--- src/rtl/bocks_pkg.sv ---
// Shared types for the ioctl-to-SDRAM download loader: FSM states, FIFO entry
// layout and bus widths.
package bocks_pkg;
    localparam int IOCTL_AW = 27;
    localparam int WADDR_W  = 25;
    localparam int WDATA_W  = 16;
    localparam int BE_W     = 2;

    typedef enum logic [1:0] {
        ST_IDLE,
        ST_LOAD,
        ST_DRAIN,
        ST_DONE
    } state_e;

    typedef struct packed {
        logic [WADDR_W-1:0] addr;
        logic [WDATA_W-1:0] data;
        logic [BE_W-1:0]    be;
    } fifo_entry_t;
endpackage

--- src/rtl/ioctl_sdram_loader_if.sv ---
// hps_io download side and SDRAM write side of the loader, bundled together.
interface ioctl_sdram_loader_if;
    import bocks_pkg::*;

    logic                ioctl_download;
    logic                ioctl_wr;
    logic [IOCTL_AW-1:0] ioctl_addr;
    logic [7:0]          ioctl_dout;
    logic                ioctl_wait;

    logic                wr_req;
    logic [WADDR_W-1:0]  wr_addr;
    logic [WDATA_W-1:0]  wr_data;
    logic [BE_W-1:0]     wr_be;
    logic                wr_ack;

    // loader side
    modport slave (
        input  ioctl_download, ioctl_wr, ioctl_addr, ioctl_dout, wr_ack,
        output ioctl_wait, wr_req, wr_addr, wr_data, wr_be
    );

    // host / SDRAM controller side
    modport master (
        output ioctl_download, ioctl_wr, ioctl_addr, ioctl_dout, wr_ack,
        input  ioctl_wait, wr_req, wr_addr, wr_data, wr_be
    );
endinterface

--- src/rtl/loader_fifo.sv ---
// Registered write FIFO; pushes while full are dropped, afull is a registered
// flag that tracks count >= DEPTH-2 cycle-exactly.
module loader_fifo
    import bocks_pkg::*;
#(
    parameter int DEPTH = 8
) (
    input  logic        clk_sys,
    input  logic        reset_n,
    input  logic        push,
    input  fifo_entry_t push_ent,
    input  logic        pop,
    output fifo_entry_t head,
    output logic        empty,
    output logic        full,
    output logic        afull
);
    localparam int PW = $clog2(DEPTH);
    localparam int CW = PW + 1;
    localparam logic [CW-1:0] FULL_LVL  = CW'(DEPTH);
    localparam logic [CW-1:0] AFULL_LVL = CW'(DEPTH - 2);

    fifo_entry_t   mem_q [DEPTH];
    fifo_entry_t   mem_d [DEPTH];
    logic [PW-1:0] wp_q, wp_d, rp_q, rp_d;
    logic [CW-1:0] cnt_q, cnt_d;
    logic          afull_q, afull_d;
    logic          do_push, do_pop;

    assign empty   = (cnt_q == '0);
    assign full    = (cnt_q == FULL_LVL);
    assign do_push = push & ~full;
    assign do_pop  = pop & ~empty;
    assign head    = mem_q[rp_q];
    assign afull   = afull_q;

    always_comb begin
        mem_d = mem_q;
        wp_d  = wp_q;
        rp_d  = rp_q;
        cnt_d = cnt_q;
        if (do_push) begin
            mem_d[wp_q] = push_ent;
            wp_d        = wp_q + 1'b1;
        end
        if (do_pop) rp_d = rp_q + 1'b1;
        if (do_push && !do_pop)      cnt_d = cnt_q + 1'b1;
        else if (do_pop && !do_push) cnt_d = cnt_q - 1'b1;
        afull_d = (cnt_d >= AFULL_LVL);
    end

    // Storage needs no reset: nothing is visible until count says so.
    always_ff @(posedge clk_sys) begin
        mem_q <= mem_d;
    end

    always_ff @(posedge clk_sys or negedge reset_n) begin
        if (!reset_n) begin
            wp_q    <= '0;
            rp_q    <= '0;
            cnt_q   <= '0;
            afull_q <= 1'b0;
        end else begin
            wp_q    <= wp_d;
            rp_q    <= rp_d;
            cnt_q   <= cnt_d;
            afull_q <= afull_d;
        end
    end
endmodule

--- src/rtl/ioctl_sdram_loader.sv ---
// Packs hps_io download bytes into 16-bit SDRAM word writes through a small
// FIFO, with backpressure, completion and sticky overflow reporting.
module ioctl_sdram_loader
    import bocks_pkg::*;
#(
    parameter int                 FIFO_DEPTH = 8,
    parameter logic [WADDR_W-1:0] WORD_BASE  = 25'h0
) (
    input  logic                 clk_sys,
    input  logic                 reset_n,
    ioctl_sdram_loader_if.slave  bus,
    output logic                 busy,
    output logic                 done,
    output logic                 overflow
);
    state_e             state_q, state_d;
    logic               dl_q, dl_d;
    logic               pk_vld_q, pk_vld_d;
    logic [WADDR_W-1:0] pk_addr_q, pk_addr_d;
    logic [WDATA_W-1:0] pk_data_q, pk_data_d;
    logic [BE_W-1:0]    pk_be_q, pk_be_d;
    logic               ovf_q, ovf_d;

    logic               rise, fall, accept, push;
    fifo_entry_t        push_ent, head;
    logic               fifo_empty, fifo_full, fifo_afull;
    logic [WADDR_W-1:0] byte_waddr;
    logic [BE_W-1:0]    lane_be, merged_be;
    logic [WDATA_W-1:0] lane_data, merged_data;
    logic               unused_addr_msb;

    assign unused_addr_msb = bus.ioctl_addr[IOCTL_AW-1];

    always_comb begin
        dl_d        = bus.ioctl_download;
        rise        = bus.ioctl_download & ~dl_q;
        fall        = ~bus.ioctl_download & dl_q;
        // A byte arriving on the very cycle download rises belongs to the new load.
        accept      = bus.ioctl_wr & bus.ioctl_download & ((state_q == ST_LOAD) | rise);
        byte_waddr  = bus.ioctl_addr[WADDR_W:1];
        lane_be     = bus.ioctl_addr[0] ? 2'b10 : 2'b01;
        lane_data   = bus.ioctl_addr[0] ? {bus.ioctl_dout, 8'h00} : {8'h00, bus.ioctl_dout};
        merged_be   = pk_be_q | lane_be;
        merged_data = bus.ioctl_addr[0] ? {bus.ioctl_dout, pk_data_q[7:0]}
                                        : {pk_data_q[15:8], bus.ioctl_dout};
    end

    always_comb begin
        state_d   = state_q;
        pk_vld_d  = pk_vld_q;
        pk_addr_d = pk_addr_q;
        pk_data_d = pk_data_q;
        pk_be_d   = pk_be_q;
        push      = 1'b0;
        push_ent  = '{addr: pk_addr_q + WORD_BASE, data: pk_data_q, be: pk_be_q};

        unique case (state_q)
            ST_IDLE, ST_DONE: if (rise) state_d = ST_LOAD;
            ST_LOAD:          if (fall) state_d = ST_DRAIN;
            ST_DRAIN: begin
                if (rise)                          state_d = ST_LOAD;
                else if (!pk_vld_q && fifo_empty)  state_d = ST_DONE;
            end
            default:          state_d = ST_IDLE;
        endcase

        if (accept) begin
            if (pk_vld_q && byte_waddr != pk_addr_q) begin
                // Flush the stale partial word, new byte starts a fresh one.
                push      = 1'b1;
                pk_vld_d  = 1'b1;
                pk_addr_d = byte_waddr;
                pk_data_d = lane_data;
                pk_be_d   = lane_be;
            end else begin
                pk_addr_d = byte_waddr;
                pk_data_d = pk_vld_q ? merged_data : lane_data;
                pk_be_d   = pk_vld_q ? merged_be : lane_be;
                pk_vld_d  = 1'b1;
                if (pk_be_d == 2'b11) begin
                    push      = 1'b1;
                    push_ent  = '{addr: byte_waddr + WORD_BASE, data: pk_data_d, be: 2'b11};
                    pk_vld_d  = 1'b0;
                    pk_addr_d = '0;
                    pk_data_d = '0;
                    pk_be_d   = '0;
                end
            end
        end else if (state_q == ST_LOAD && fall && pk_vld_q) begin
            push      = 1'b1;
            pk_vld_d  = 1'b0;
            pk_addr_d = '0;
            pk_data_d = '0;
            pk_be_d   = '0;
        end
    end

    always_comb begin
        ovf_d = ovf_q | (push & fifo_full);
        if (rise && state_q != ST_LOAD) ovf_d = 1'b0;
    end

    always_ff @(posedge clk_sys or negedge reset_n) begin
        if (!reset_n) begin
            state_q   <= ST_IDLE;
            // Treat download as already high so a level held across reset is not a new start.
            dl_q      <= 1'b1;
            pk_vld_q  <= 1'b0;
            pk_addr_q <= '0;
            pk_data_q <= '0;
            pk_be_q   <= '0;
            ovf_q     <= 1'b0;
        end else begin
            state_q   <= state_d;
            dl_q      <= dl_d;
            pk_vld_q  <= pk_vld_d;
            pk_addr_q <= pk_addr_d;
            pk_data_q <= pk_data_d;
            pk_be_q   <= pk_be_d;
            ovf_q     <= ovf_d;
        end
    end

    loader_fifo #(.DEPTH(FIFO_DEPTH)) u_fifo (
        .clk_sys  (clk_sys),
        .reset_n  (reset_n),
        .push     (push),
        .push_ent (push_ent),
        .pop      (bus.wr_ack),
        .head     (head),
        .empty    (fifo_empty),
        .full     (fifo_full),
        .afull    (fifo_afull)
    );

    assign bus.wr_req     = ~fifo_empty;
    assign bus.wr_addr    = fifo_empty ? '0 : head.addr;
    assign bus.wr_data    = fifo_empty ? '0 : head.data;
    assign bus.wr_be      = fifo_empty ? '0 : head.be;
    assign bus.ioctl_wait = fifo_afull;

    assign busy     = (state_q == ST_LOAD) || (state_q == ST_DRAIN);
    assign done     = (state_q == ST_DONE);
    assign overflow = ovf_q;
endmodule

--- src/flat_wrapper.sv ---
// flat-port wrapper written by rule: the top's interface ports become plain ports
module ioctl_sdram_loader_flat import bocks_pkg::*;
#(
    parameter int                 FIFO_DEPTH = 8,
    parameter logic [WADDR_W-1:0] WORD_BASE  = 25'h0
)
  (clk_sys, reset_n, busy, done, overflow, bus_ioctl_download, bus_ioctl_wr, bus_ioctl_addr, bus_ioctl_dout, bus_wr_ack, bus_ioctl_wait, bus_wr_req, bus_wr_addr, bus_wr_data, bus_wr_be);
  ioctl_sdram_loader_if bus_i ();
  input  logic clk_sys;
  input  logic reset_n;
  output logic busy;
  output logic done;
  output logic overflow;
  input wire logic [$bits(bus_i.ioctl_download)-1:0] bus_ioctl_download;
  input wire logic [$bits(bus_i.ioctl_wr)-1:0] bus_ioctl_wr;
  input wire logic [$bits(bus_i.ioctl_addr)-1:0] bus_ioctl_addr;
  input wire logic [$bits(bus_i.ioctl_dout)-1:0] bus_ioctl_dout;
  input wire logic [$bits(bus_i.wr_ack)-1:0] bus_wr_ack;
  output wire logic [$bits(bus_i.ioctl_wait)-1:0] bus_ioctl_wait;
  output wire logic [$bits(bus_i.wr_req)-1:0] bus_wr_req;
  output wire logic [$bits(bus_i.wr_addr)-1:0] bus_wr_addr;
  output wire logic [$bits(bus_i.wr_data)-1:0] bus_wr_data;
  output wire logic [$bits(bus_i.wr_be)-1:0] bus_wr_be;
  assign bus_i.ioctl_download = bus_ioctl_download;
  assign bus_i.ioctl_wr = bus_ioctl_wr;
  assign bus_i.ioctl_addr = bus_ioctl_addr;
  assign bus_i.ioctl_dout = bus_ioctl_dout;
  assign bus_i.wr_ack = bus_wr_ack;
  assign bus_ioctl_wait = bus_i.ioctl_wait;
  assign bus_wr_req = bus_i.wr_req;
  assign bus_wr_addr = bus_i.wr_addr;
  assign bus_wr_data = bus_i.wr_data;
  assign bus_wr_be = bus_i.wr_be;
  ioctl_sdram_loader #(.FIFO_DEPTH(FIFO_DEPTH), .WORD_BASE(WORD_BASE)) u_core (.clk_sys(clk_sys), .reset_n(reset_n), .bus(bus_i), .busy(busy), .done(done), .overflow(overflow));
endmodule
--- config.mk ---
export PLATFORM = sky130hd
export DESIGN_NAME = ioctl_sdram_loader_flat
export DESIGN_NICKNAME = d
export VERILOG_FILES = /design/src/rtl/bocks_pkg.sv /design/src/rtl/ioctl_sdram_loader_if.sv /design/src/rtl/loader_fifo.sv /design/src/rtl/ioctl_sdram_loader.sv /design/src/flat_wrapper.sv
export SDC_FILE = /design/constraint.sdc
export NUM_CORES = 1
export LEC_CHECK = 0
export BUFFER_PORTS_ARGS = -buffer_cell sky130_fd_sc_hd__buf_2
export CAP_MARGIN = 20
export CORE_MARGIN = 5
export CORE_UTILIZATION = 46
export CTS_CLUSTER_DIAMETER = 60
export DETAILED_ROUTE_END_ITERATION = 10
export HOLD_SLACK_MARGIN = 0.1
export PLACE_DENSITY = 0.71
export SKIP_LAST_GASP = 1
export SLEW_MARGIN = 20
export SYNTH_ARGS = -nofsm -noshare
export SYNTH_HDL_FRONTEND = slang
export SYNTH_SLANG_ARGS = --single-unit
export TNS_END_PERCENT = 100
--- constraint.sdc ---
create_clock -name clk_sys -period 17.2 [get_ports clk_sys]
set_clock_uncertainty 0.15 [all_clocks]
set_input_delay 1.72 -clock clk_sys [delete_from_list [all_inputs] [get_ports clk_sys]]
set_output_delay 1.72 -clock clk_sys [all_outputs]
set_load 0.005 [all_outputs]
* Word-level counts from Yosys, hierarchy flattened
Cells that the tools add are included.
** Storage, ports and cells
- Bits in registers :: 403
- Input port bits :: 40
- Output and inout bits :: 48
- Logic and storage cells :: 131
** Cells by class
- $add $sub $neg :: 4
- Order comparisons :: 4
- Equality and inequality tests :: 10
- Mux-type cells :: 45
- Bitwise logic cells :: 16
- Reductions and logical operators :: 17
** Operators by type and width (number)
- 344-bit bitwise mux :: 1
- 43-bit two-way mux :: 6
- 43-bit binary-select mux with 3-bit select :: 1
- 43-bit demux with 3-bit select :: 1
- 16-bit two-way mux :: 8
- 25-bit two-way mux :: 5
- 25-bit != test :: 1
- 2-bit two-way mux :: 11
- 1-bit two-way mux :: 9
- 4-bit >= comparator, second input constant :: 2
- 1-bit logical AND :: 8
- 4-bit two-way mux :: 2
- 3-bit NOT with 4-bit output :: 2
- 1-bit AND :: 7
- 3-bit by 1-bit adder with 3-bit output, second input constant :: 2
- 2-bit == test, second input constant :: 3
- 2-bit by 1-bit != test with 1-bit output, second input constant :: 3
- 2-bit case mux with 3 select lines :: 1
- 4-bit by 1-bit adder with 4-bit output, second input constant :: 1
- 4-bit == test, second input constant :: 1
- 4-bit by 3-bit >= comparator with 1-bit output, second input constant :: 1
- 4-bit logical NOT :: 1
- 4-bit by 1-bit less-than comparator with 1-bit output, second input constant :: 1
- 1-bit NOT :: 4
- 11 further kinds :: 14

* Logic depth before layout (Yosys ltp)
- Depth in word-level cells :: 13
- Depth in mapped cells :: 10
- Depth with buffers taken out :: 10

* By module
Synthesis repeated with hierarchy kept, for this count alone.
** Second synthesis, totals
- Cells, all modules :: 861
- Area, all modules :: 16618.4 µm²
** Modules (own cells, without submodules)
- loader_fifo :: instances 1, cells each 584, area an instance 13792.0 µm², seq. area each 10605.2 µm²
- ioctl_sdram_loader :: instances 1, cells each 277, area an instance 2826.5 µm², seq. area each 1202.4 µm²

* Worst setup path after synthesis
OpenSTA, ideal clock, no wires.
- Path type :: input-to-reg
- From :: in bus_ioctl_addr[0]
- To :: reg u_core.u_fifo.mem_q[215] (netlist bit), enable pin
- Setup time :: 0.506 ns
- Data arrival time :: 6.007 ns
- Data required time :: 16.544 ns
- Slack :: 10.538 ns
- Cell stages on the path :: 9
- Path buffers :: 2
- Cells stage by stage :: buf_4 -> mux2i_1 -> nor2b_1 -> nor2_1 -> nand3_1 -> and3_1 -> buf_6 -> nand2b_1 -> nor3b_1
** On the way
- Cells in the longest elaborated chain, start to end :: 8
** Ends and longest elaborated chain
- start: declaration :: RTL line flat_wrapper.sv:16 : input wire logic [$bits(bus_i.ioctl_addr)-1:0] bus_ioctl_addr;
- 2-bit two-way mux * :: RTL line ioctl_sdram_loader.sv:41 : lane_be = bus.ioctl_addr[0] ? 2'b10 : 2'b01;
- 2-bit OR :: RTL line ioctl_sdram_loader.sv:43 : merged_be = pk_be_q | lane_be;
- 2-bit two-way mux * :: RTL line ioctl_sdram_loader.sv:78 : pk_be_d = pk_vld_q ? merged_be : lane_be;
- 2-bit == test * :: RTL line ioctl_sdram_loader.sv:80 : if (pk_be_d == 2'b11) begin
- 1-bit two-way mux * :: RTL line ioctl_sdram_loader.sv:80
- 1-bit two-way mux * :: RTL line ioctl_sdram_loader.sv:68 : if (pk_vld_q && byte_waddr != pk_addr_q) begin
- 1-bit two-way mux * :: RTL line ioctl_sdram_loader.sv:67 : if (accept) begin
- 1-bit AND * :: RTL line loader_fifo.sv:32 : assign do_push = push & ~full;
- end signal: assignment :: RTL line loader_fifo.sv:54 : mem_q <= mem_d;
- end: declaration :: RTL line loader_fifo.sv:23 : fifo_entry_t mem_q [DEPTH];
Every way passes the cells marked *; elsewhere a longest branch is shown, timed or not.
A chain may end at the register's enable or synchronous reset.

* Worst setup path in the final report
- From :: reg u_core.u_fifo.rp_q[0]
- To :: out bus_wr_be[0]
** On the way
- Cells in the longest elaborated chain, start to end :: 5
** Ends and longest elaborated chain
- start: declaration :: RTL line loader_fifo.sv:25 : logic [PW-1:0] wp_q, wp_d, rp_q, rp_d;
- start signal: assignment :: RTL line loader_fifo.sv:65 : rp_q <= rp_d;
- 3-bit NOT with 4-bit output (implied by the code) :: RTL line loader_fifo.sv:34 : assign head = mem_q[rp_q];
- 43-bit binary-select mux with 3-bit select :: RTL line loader_fifo.sv:34
- 43-bit two-way mux (implied by the code) (2 in series) :: RTL line loader_fifo.sv:34
- 2-bit two-way mux :: RTL line ioctl_sdram_loader.sv:139 : assign bus.wr_be = fifo_empty ? '0 : head.be;
- end: declaration :: RTL line flat_wrapper.sv:23 : output wire logic [$bits(bus_i.wr_be)-1:0] bus_wr_be;
No other way between the ends. The select of a mux whose other input is x is not followed.

==> results.md <==
* Status: finished, final reports clean
* Leak at 6.51 nW
* #FFs+latches synth at 403
* Clock Latency Late Sink at 530 ps
* Setup Crit Path Kind: reg -> out
* Achievable clock frequency at 0.187 GHz
* Post-synthesis sequential area ratio at 73.1%
* Top Ports at 88
* Critical-path maximum fanout at 42
* Least-Margin Pin Slew at 1060 ps
* Drc violations at 0
* DRT iter0 DRCs at 762
* P_sw at 0.930 mW
* Clock Power Share at 27.8%
* Htree depth at 2
* CP Data Required Time at 15330 ps
* First-pass GRT wire length at 51.0 mm
* Critical Path AT at 3470 ps
* Final Hold Viols at 0
* Setup violators final at 0
* Port Buffer Count at 86
* Post-synthesis cell area at 16200 um2
* CTS root buf: clkbuf_16
* Post-Syn Area per Cell at 19.3 um2
* Max_slew headroom at 29.1%
* Vias at 7942
* Largest net degree at the start of global routing at 62
* Max_cap viols at 0
* Die X at 197 um
* Min Clock Period, post-route at 5340 ps
* Cell taking the most area after synthesis: edfxtp_1
* Peak supply drop at 0.0000801 V
* Drt total wl at 32.9 mm
* Gr usage total at 17.2%
* Layout Nets at 966
* Pwr/cell area at 170 nW/um2
* Pint at 2.21 mW
* TritonRoute pass-1 iters at 5
* GPL Wtd Cong at 0.750
* Post-Syn Nets at 886
* DP Wirelength at 18.0 mm
* Post-CTS Resized at 0
* Core region area at 34600 um2
* Hold crit path type: reg -> reg
* Yosys top cell area share at 63.9%
* Distinct cell type count after synthesis at 46
* Yosys synthesis warning count at 0
* Cts hold-fix bufs at 0
* RSZ-0062 raised after global routing: false
* Switching Fraction at 29.6%
* Final count of pins violating max slew at 0
* Reg power frac at 44.9%
* Setup bufs post-CTS at 0
* Utilization after layout at 53.2%
* Final worst-path cycle share at 31.0%
* DRT antenna net count at 0
* Vias in the first global route at 8422
* Commonest non-fill, non-tap cell in the layout: edfxtp_1
* CP Launch Type: flop
* Layout cells sized above 1 at 30.8%
* Ranking of synthesized cells by area: edfxtp_1, mux4_2, dfrtp_1
* Setup total negative slack at 0 ps
* Routed len/inst at 23.4 um
* Syn-to-layout area delta at 14.0%
* Gr ovfl total at 0
* Clock transition at the registers of the reported paths at 60 ps
* Starting density of the core at 46.7%
* DR vias/cell at 5.65
* Die Area at 39000 um2
* Row Count at 68
* Die height at 197 um
* Clock Tree Buf Depth at 3
* Initial antenna violation count at 4
* Sink Count at 403
* Comb power frac at 27.3%
* Synth Instances at 838
* Worst setup EP type: output pin
* Most frequent cells in the layout: edfxtp_1, mux4_2, buf_2
* TritonCTS clock tree: yes
* Total CTS buffers at 40
==> layer usage <==
metal	GRT usage (%)	vias up	part of all wire (%)
li1	-	3471	-
met4	4.03	6	1.9
met3	3.09	53	6.0
met2	28.9	254	49
met5	0	-	0.10
met1	23.8	4158	43
==> critical path, cell delays in order, from the launching register on <==
cell and delay [ps]:
dfrtp_4 690, buf_16 300, buf_4 720, mux4_2 590, mux2i_1 360, nor2_1 70
buf_2 170
==> final timing paths <==
path | from | end | slack, ps | cells past startpoint
max in group asynchronous | reset_n | u_core.u_fifo.rp_q[0]$_DFFE_PN0P_ | 14990 | 2
min in group asynchronous | reset_n | u_core.state_q[0]$_DFFE_PN0P_ | 1250 | 2
worst max register to register | u_core.state_q[1]$_DFFE_PN0P_ | u_core.u_fifo.mem_q[183]$_DFFE_PP_ | 13500 | 8
worst min register to register | u_core.overflow$_DFF_PN0_ | u_core.overflow$_DFF_PN0_ | 350 | 1
worst min-delay path | u_core.overflow$_DFF_PN0_ | u_core.overflow$_DFF_PN0_ | 350 | 1
worst max-delay path | u_core.u_fifo.rp_q[0]$_DFFE_PN0P_ | bus_wr_be[0] | 11860 | 6
==> layout make-up <==
class | instances | area, um2
Clock buffer | 52 | 1080
Sequential cell | 403 | 11800
Timing Repair Buffer | 101 | 563
Clock inverter | 21 | 248
Tap cell | 455 | 569
Inverter | 12 | 45.0
Multi-Input combinational cell | 360 | 4110
Antenna cell | 1 | 2.50
Fill cell | 2662 | 16200
==> synthesized netlist by cell type, drive strengths merged <==
master  instances
nand3           9
o211ai          1
mux2           17
dfrtp          58
nor4            1
o31ai           1
xor2            2
dfstp           1
ha              8
nor3b           4
nand2b          1
nand2          19
o22a            1
a21oi           5
mux2i          46
a22o           41
xnor2          30
mux4           86
o21bai          1
o21ai           3
and3            1
edfxtp        344
nor2b           2
or2             2
a21o            6
and2            2
clkbuf         46
nand3b          1
a32o            1
nor2           54
buf            17
a211oi          1
nand4           8
nor3            5
o41ai           1
inv            12
==> cells by family after synthesis <==
family	after synthesis	share of synthesized area [%]
flip-flops	403	73.1
multiplexers	149	16.1
AND/OR/NAND/NOR	109	3.17
buffers and inverters	75	1.90
AO/OA/AOI/OAI	62	3.39
XOR/XNOR	32	1.78
adder cells (fa/ha/maj)	8	0.619
==> metrics by stage <==
step	setup slack (ps)	cell area, um2	total power [mW]	hold WS [ps]	cells
2_1_floorplan	10540	16200	1.99	310	838
3_3_place_gp	12090	17100	2.28	326	1330
3_5_place_dp	12100	17100	2.30	326	1330
4_1_cts	11540	18400	3.18	346	1403
5_1_grt	11580	18400	3.31	360	1404
6_report	11860	18400	3.14	345	1405
==> state kept, by name, summed over array words and instances (netlist names) <==
| name | cells |
|---|---|
| u_core.dl_q | 1 |
| u_core.u_fifo.rp_q | 3 |
| u_core.pk_addr_q | 25 |
| u_core.u_fifo.wp_q | 3 |
| u_core.pk_be_q | 2 |
| u_core.overflow | 1 |
| u_core.pk_vld_q | 1 |
| u_core.u_fifo.cnt_q | 4 |
| u_core.state_q | 2 |
| u_core.u_fifo.afull | 1 |
| u_core.u_fifo.mem_q | 344 |
| u_core.pk_data_q | 16 |
==> power by group through the flow <==
stage          clock (mW)  sequential, mW  combinational [mW]
3_3_place_gp            0            1.44               0.844
3_5_place_dp            0            1.45               0.850
2_1_floorplan           0            1.34               0.656
6_report            0.873            1.41               0.859
5_1_grt             0.936            1.43               0.946
4_1_cts             0.892            1.43               0.855
Power figures use the tool's default switching activity.
